`src/rtl/tc_arith_pkg.sv`:
```
// Shared arithmetic helpers for the product accumulator: state encoding,
// default widths, sign extension and per-width saturation limits.
package tc_arith_pkg;

  typedef enum logic {ACCUM = 1'b0, DONE = 1'b1} acc_state_e;

  localparam int PW_DEF = 8;
  localparam int AW_DEF = 16;

  localparam logic [AW_DEF-1:0] MAX_AW = {1'b0, {(AW_DEF-1){1'b1}}};
  localparam logic [AW_DEF-1:0] MIN_AW = {1'b1, {(AW_DEF-1){1'b0}}};

  // Sign-extend the low pw bits of v (upper bits of v must be zero) to 64 bits;
  // callers truncate to their own accumulator width.
  function automatic logic [63:0] sext(input logic [63:0] v, input int unsigned pw);
    logic [63:0] m;
    m = 64'd1 << (pw - 1);
    return (v ^ m) - m;
  endfunction

  function automatic logic [63:0] sat_max(input int unsigned aw);
    return (64'd1 << (aw - 1)) - 64'd1;
  endfunction

  function automatic logic [63:0] sat_min(input int unsigned aw);
    return 64'd1 << (aw - 1);
  endfunction

endpackage

```
`src/rtl/tc_sat_add.sv`:
```
// AW-bit signed adder with overflow flag; clamps to the signed limits when
// TC_PROD_ACCUM_SAT_EN is defined, otherwise wraps.
module tc_sat_add
  import tc_arith_pkg::*;
#(
  parameter int AW = AW_DEF
) (
  input  logic [AW-1:0] i_a,
  input  logic [AW-1:0] i_b,
  output logic [AW-1:0] o_sum,
  output logic          o_ovf
);

  logic [AW-1:0] w_raw;

  assign w_raw = i_a + i_b;
  // Operands agree in sign but the raw sum does not.
  assign o_ovf = (i_a[AW-1] == i_b[AW-1]) && (w_raw[AW-1] != i_a[AW-1]);

`ifdef TC_PROD_ACCUM_SAT_EN
  localparam logic [AW-1:0] MAX_S = AW'(sat_max(AW));
  localparam logic [AW-1:0] MIN_S = AW'(sat_min(AW));

  always_comb begin
    o_sum = w_raw;
    if (o_ovf) o_sum = i_a[AW-1] ? MIN_S : MAX_S;
  end
`else
  assign o_sum = w_raw;
`endif

endmodule

```
`src/rtl/tc_prod_accum.sv`:
```
// Sums N_TERMS sign-extended products into one result with valid/ready on both
// sides. Optional saturation and ovf port under TC_PROD_ACCUM_SAT_EN.
module tc_prod_accum
  import tc_arith_pkg::*;
#(
  parameter int PW      = PW_DEF,
  parameter int AW      = AW_DEF,
  parameter int N_TERMS = 4
) (
  input  logic          clk,
  input  logic          reset_n,
  input  logic          clear,
  input  logic [PW-1:0] prod,
  input  logic          prod_valid,
  output logic          prod_ready,
  output logic [AW-1:0] acc_out,
  output logic          acc_valid,
  input  logic          acc_ready
`ifdef TC_PROD_ACCUM_SAT_EN
  ,
  output logic          ovf
`endif
);

  localparam int CW = (N_TERMS > 1) ? $clog2(N_TERMS) : 1;
  localparam logic [CW-1:0] LAST = CW'(N_TERMS - 1);

  acc_state_e    r_state;
  logic [AW-1:0] r_acc;
  logic [CW-1:0] r_cnt;
  logic [AW-1:0] r_acc_out;
  logic          r_acc_valid;

  logic [AW-1:0] w_sext;
  logic [AW-1:0] w_sum;
  logic [AW-1:0] w_next;
  logic          w_accept;

  assign prod_ready = (r_state == ACCUM) && !clear && reset_n;
  assign w_accept   = prod_valid && prod_ready;
  assign w_sext     = AW'(sext(64'(prod), PW));

`ifdef TC_PROD_ACCUM_SAT_EN
  logic w_add_ovf;
  logic w_next_sat;
  logic r_sat;
  logic r_ovf;

  tc_sat_add #(.AW(AW)) u_add (
    .i_a   (r_acc),
    .i_b   (w_sext),
    .o_sum (w_sum),
    .o_ovf (w_add_ovf)
  );

  // Once clamped, the accumulator stays at the limit until the result is out.
  assign w_next     = r_sat ? r_acc : w_sum;
  assign w_next_sat = r_sat | w_add_ovf;
  assign ovf        = r_ovf;
`else
  logic w_add_ovf_unused;

  tc_sat_add #(.AW(AW)) u_add (
    .i_a   (r_acc),
    .i_b   (w_sext),
    .o_sum (w_sum),
    .o_ovf (w_add_ovf_unused)
  );

  assign w_next = w_sum;
`endif

  always_ff @(posedge clk) begin
    if (!reset_n) begin
      r_state     <= ACCUM;
      r_acc       <= '0;
      r_cnt       <= '0;
      r_acc_out   <= '0;
      r_acc_valid <= 1'b0;
`ifdef TC_PROD_ACCUM_SAT_EN
      r_sat       <= 1'b0;
      r_ovf       <= 1'b0;
`endif
    end else if (clear) begin
      r_state     <= ACCUM;
      r_acc       <= '0;
      r_cnt       <= '0;
      r_acc_valid <= 1'b0;
`ifdef TC_PROD_ACCUM_SAT_EN
      r_sat       <= 1'b0;
      r_ovf       <= 1'b0;
`endif
    end else begin
      case (r_state)
        ACCUM: if (w_accept) begin
          if (r_cnt == LAST) begin
            r_acc_out   <= w_next;
            r_acc_valid <= 1'b1;
            r_state     <= DONE;
            r_acc       <= '0;
            r_cnt       <= '0;
`ifdef TC_PROD_ACCUM_SAT_EN
            r_ovf       <= w_next_sat;
            r_sat       <= 1'b0;
`endif
          end else begin
            r_acc <= w_next;
            r_cnt <= r_cnt + CW'(1);
`ifdef TC_PROD_ACCUM_SAT_EN
            r_sat <= w_next_sat;
`endif
          end
        end
        DONE: if (acc_ready) begin
          r_acc_valid <= 1'b0;
          r_state     <= ACCUM;
`ifdef TC_PROD_ACCUM_SAT_EN
          r_ovf       <= 1'b0;
`endif
        end
        default: r_state <= ACCUM;
      endcase
    end
  end

  assign acc_out   = r_acc_out;
  assign acc_valid = r_acc_valid;

endmodule

```
`config.mk`:
```
export PLATFORM = sky130hd
export DESIGN_NAME = tc_prod_accum
export DESIGN_NICKNAME = d
export VERILOG_FILES = /design/src/rtl/tc_arith_pkg.sv /design/src/rtl/tc_sat_add.sv /design/src/rtl/tc_prod_accum.sv
export SDC_FILE = /design/constraint.sdc
export NUM_CORES = 1
export LEC_CHECK = 0
export BUFFER_PORTS_ARGS = -buffer_cell sky130_fd_sc_hd__buf_2
export CORE_AREA = 10 10 69 71
export DETAILED_ROUTE_END_ITERATION = 7
export DIE_AREA = 0 0 79 81
export GPL_ROUTABILITY_DRIVEN = 0
export GPL_TIMING_DRIVEN = 1
export PLACE_DENSITY = 0.81
export SYNTH_ARGS = -nofsm -noshare
export SYNTH_HDL_FRONTEND = slang
export SYNTH_HIERARCHICAL = 1
export SYNTH_SLANG_ARGS = --single-unit
```
`constraint.sdc`:
```
create_clock -name clk -period 6 [get_ports clk]
set_input_delay 0.3 -clock clk [delete_from_list [all_inputs] [get_ports clk]]
set_output_delay 0.3 -clock clk [all_outputs]
set_load 0.05 [all_outputs]
```
==> flow_metrics.env <==
export IMPL_status="finished, final reports clean"
export IMPL_ant_nets=0
export IMPL_cts_sinks=36
export IMPL_cts_tree="yes"
export IMPL_leakagePower_nw=0.973
export IMPL_drc=0
export IMPL_nets=274
export IMPL_htree_num_levels=2
export IMPL_placed_area_um2=2100
export IMPL_wire_per_inst_um=15.1
export IMPL_overflow=0
export IMPL_skew_ps=16.3
export IMPL_grt_max_degree=34
export IMPL_crit_path_start_kind="flop"
export IMPL_antenna_cells=0
export IMPL_synth_warnings=6
export IMPL_worstPathRequired_ps=6310
export IMPL_drv_slew=0
export IMPL_post_cts_resized=0
export IMPL_cts_root_buf="clkbuf_4"
export IMPL_hold_violations=0
export IMPL_finalSetupViolations=0
export IMPL_drt_iter0_drc=134
export IMPL_cts_buffers=5
export IMPL_tightest_slew_ps=689
export IMPL_path_clk_slew_ps=130
export IMPL_die_area_um2=6400
export IMPL_cts_setup_buffers=0
export IMPL_grtUsageTotal=0.143
export IMPL_slew_headroom=0.540
export IMPL_hpwl_um=3230
export IMPL_max_freq_mhz=434
export IMPL_worstPathMaxFanout=3
export IMPL_ios=31
export IMPL_syn_area_per_cell_um2=8.99
export IMPL_fin_crit_sh=0.384
export IMPL_cts_buffer_depth=2
export IMPL_critical_path_class="flop to flop"
export IMPL_start_util=0.556
export IMPL_ctsHoldBuffers=0
export IMPL_r2r_setup_slack_ps=3700
export IMPL_dr_pass1_iters=5
export IMPL_placed_cells=285
export IMPL_fin_cells=293
export IMPL_wirelength_um=4420
export IMPL_syn_area_um2=1960
export IMPL_clk_latency_ps=360
export IMPL_vias=1665
export IMPL_period_minus_slack_ps=2300
export IMPL_grt_pass1_wl_um=7530
export IMPL_die_x_um=79
export IMPL_first_global_vias=1671
export IMPL_viasPerCell=5.68
export IMPL_row_count=22
export IMPL_port_buffer_count=30
export IMPL_final_cell_area_um2=2160
export IMPL_rsz0062_at_grt="false"
export IMPL_drive_above_1_share=0.184
export IMPL_finalSetupTns_ps=0
export IMPL_die_y_um=81
export IMPL_ir_drop_v=0.000175
export IMPL_synth_nets=248
export IMPL_antenna_found_initial=0
export IMPL_synthCells=218
export IMPL_area_delta_synth_final_pct=10.3
export IMPL_powerDensity_nw_per_um2=217
export IMPL_core_um2=3520
export IMPL_cap_violations=0
export IMPL_end_kind="flop"
export IMPL_hold_path_class="input pin to flop"
export IMPL_critPathArrivalTime_ps=2610
stage by stage:
step                hold WS (ps)  power, mW  worst slack (ps)  utilization
finish                       207      0.470              3700        0.614
CTS                          211      0.469              3700        0.614
floorplan                    449      0.319              3920            -
global route                 210      0.492              3510        0.614
global placement             434      0.335              3700        0.597
detailed placement           444      0.336              3640        0.597
per-layer routing:
layer	track usage	routed length, µm
met2	0.229	1990
met3	0.0486	248
met4	0.0376	75
met1	0.181	2110
met5	0	0
flip-flops by register name, indices dropped and copies added (netlist names):
name,flops
acc_out,16
acc_valid,1
r_acc,16
r_cnt,2
r_state,1
cell type report:
type | instances | area [µm²]
multi-input combinational | 167 | 1160
fill | 330 | 1360
clock inverter | 2 | 16.3
sequential | 36 | 721
inverter | 4 | 15.0
timing repair buffer | 30 | 150
clock buffer | 6 | 41.3
tap | 48 | 60.1
placed cells by master, fill, tap and decap left out, drive strengths merged, types with 2 or more instances in the layout:
master  count
nand3      18
xor2        6
inv         4
a21oi      16
nand4       3
o21ai      23
o21bai      3
nand2b      2
nor2        8
dfxtp      36
clkbuf      6
buf        30
nand2      26
mux2i       2
a21o        4
a31oi       2
nor2b       3
xnor2       9
a22o       16
ha         16
worst max-delay path, stage by stage (launching register included):
cell and delay [ps]:
dfxtp_1 330, ha_1 220, fa_1 410, a21oi_1 250
o211ai_1 120, a21oi_1 270, o21bai_1 100, a21oi_1 180
xnor2_1 160, nand3_1 100, o21ai_1 100
worst paths after layout:
check | start | to | cells past startpoint
setup / recovery | r_acc[0]$_SDFFE_PP0P_ | acc_out[12]$_SDFFE_PN0P_ | 10
hold / removal | acc_ready | r_state$_SDFF_PP0_ | 3
setup reg to reg | r_acc[0]$_SDFFE_PP0P_ | acc_out[12]$_SDFFE_PN0P_ | 10
hold reg to reg | acc_out[15]$_SDFFE_PN0P_ | acc_out[15]$_SDFFE_PN0P_ | 2
power breakdown:
group | switching, mW | internal [mW] | total [mW]
Sequential | 0.00359 | 0.245 | 0.248
Clock | 0.0907 | 0.0465 | 0.137
Combinational | 0.0503 | 0.0344 | 0.0847
No activity file was read; power rests on OpenSTA's default activity.
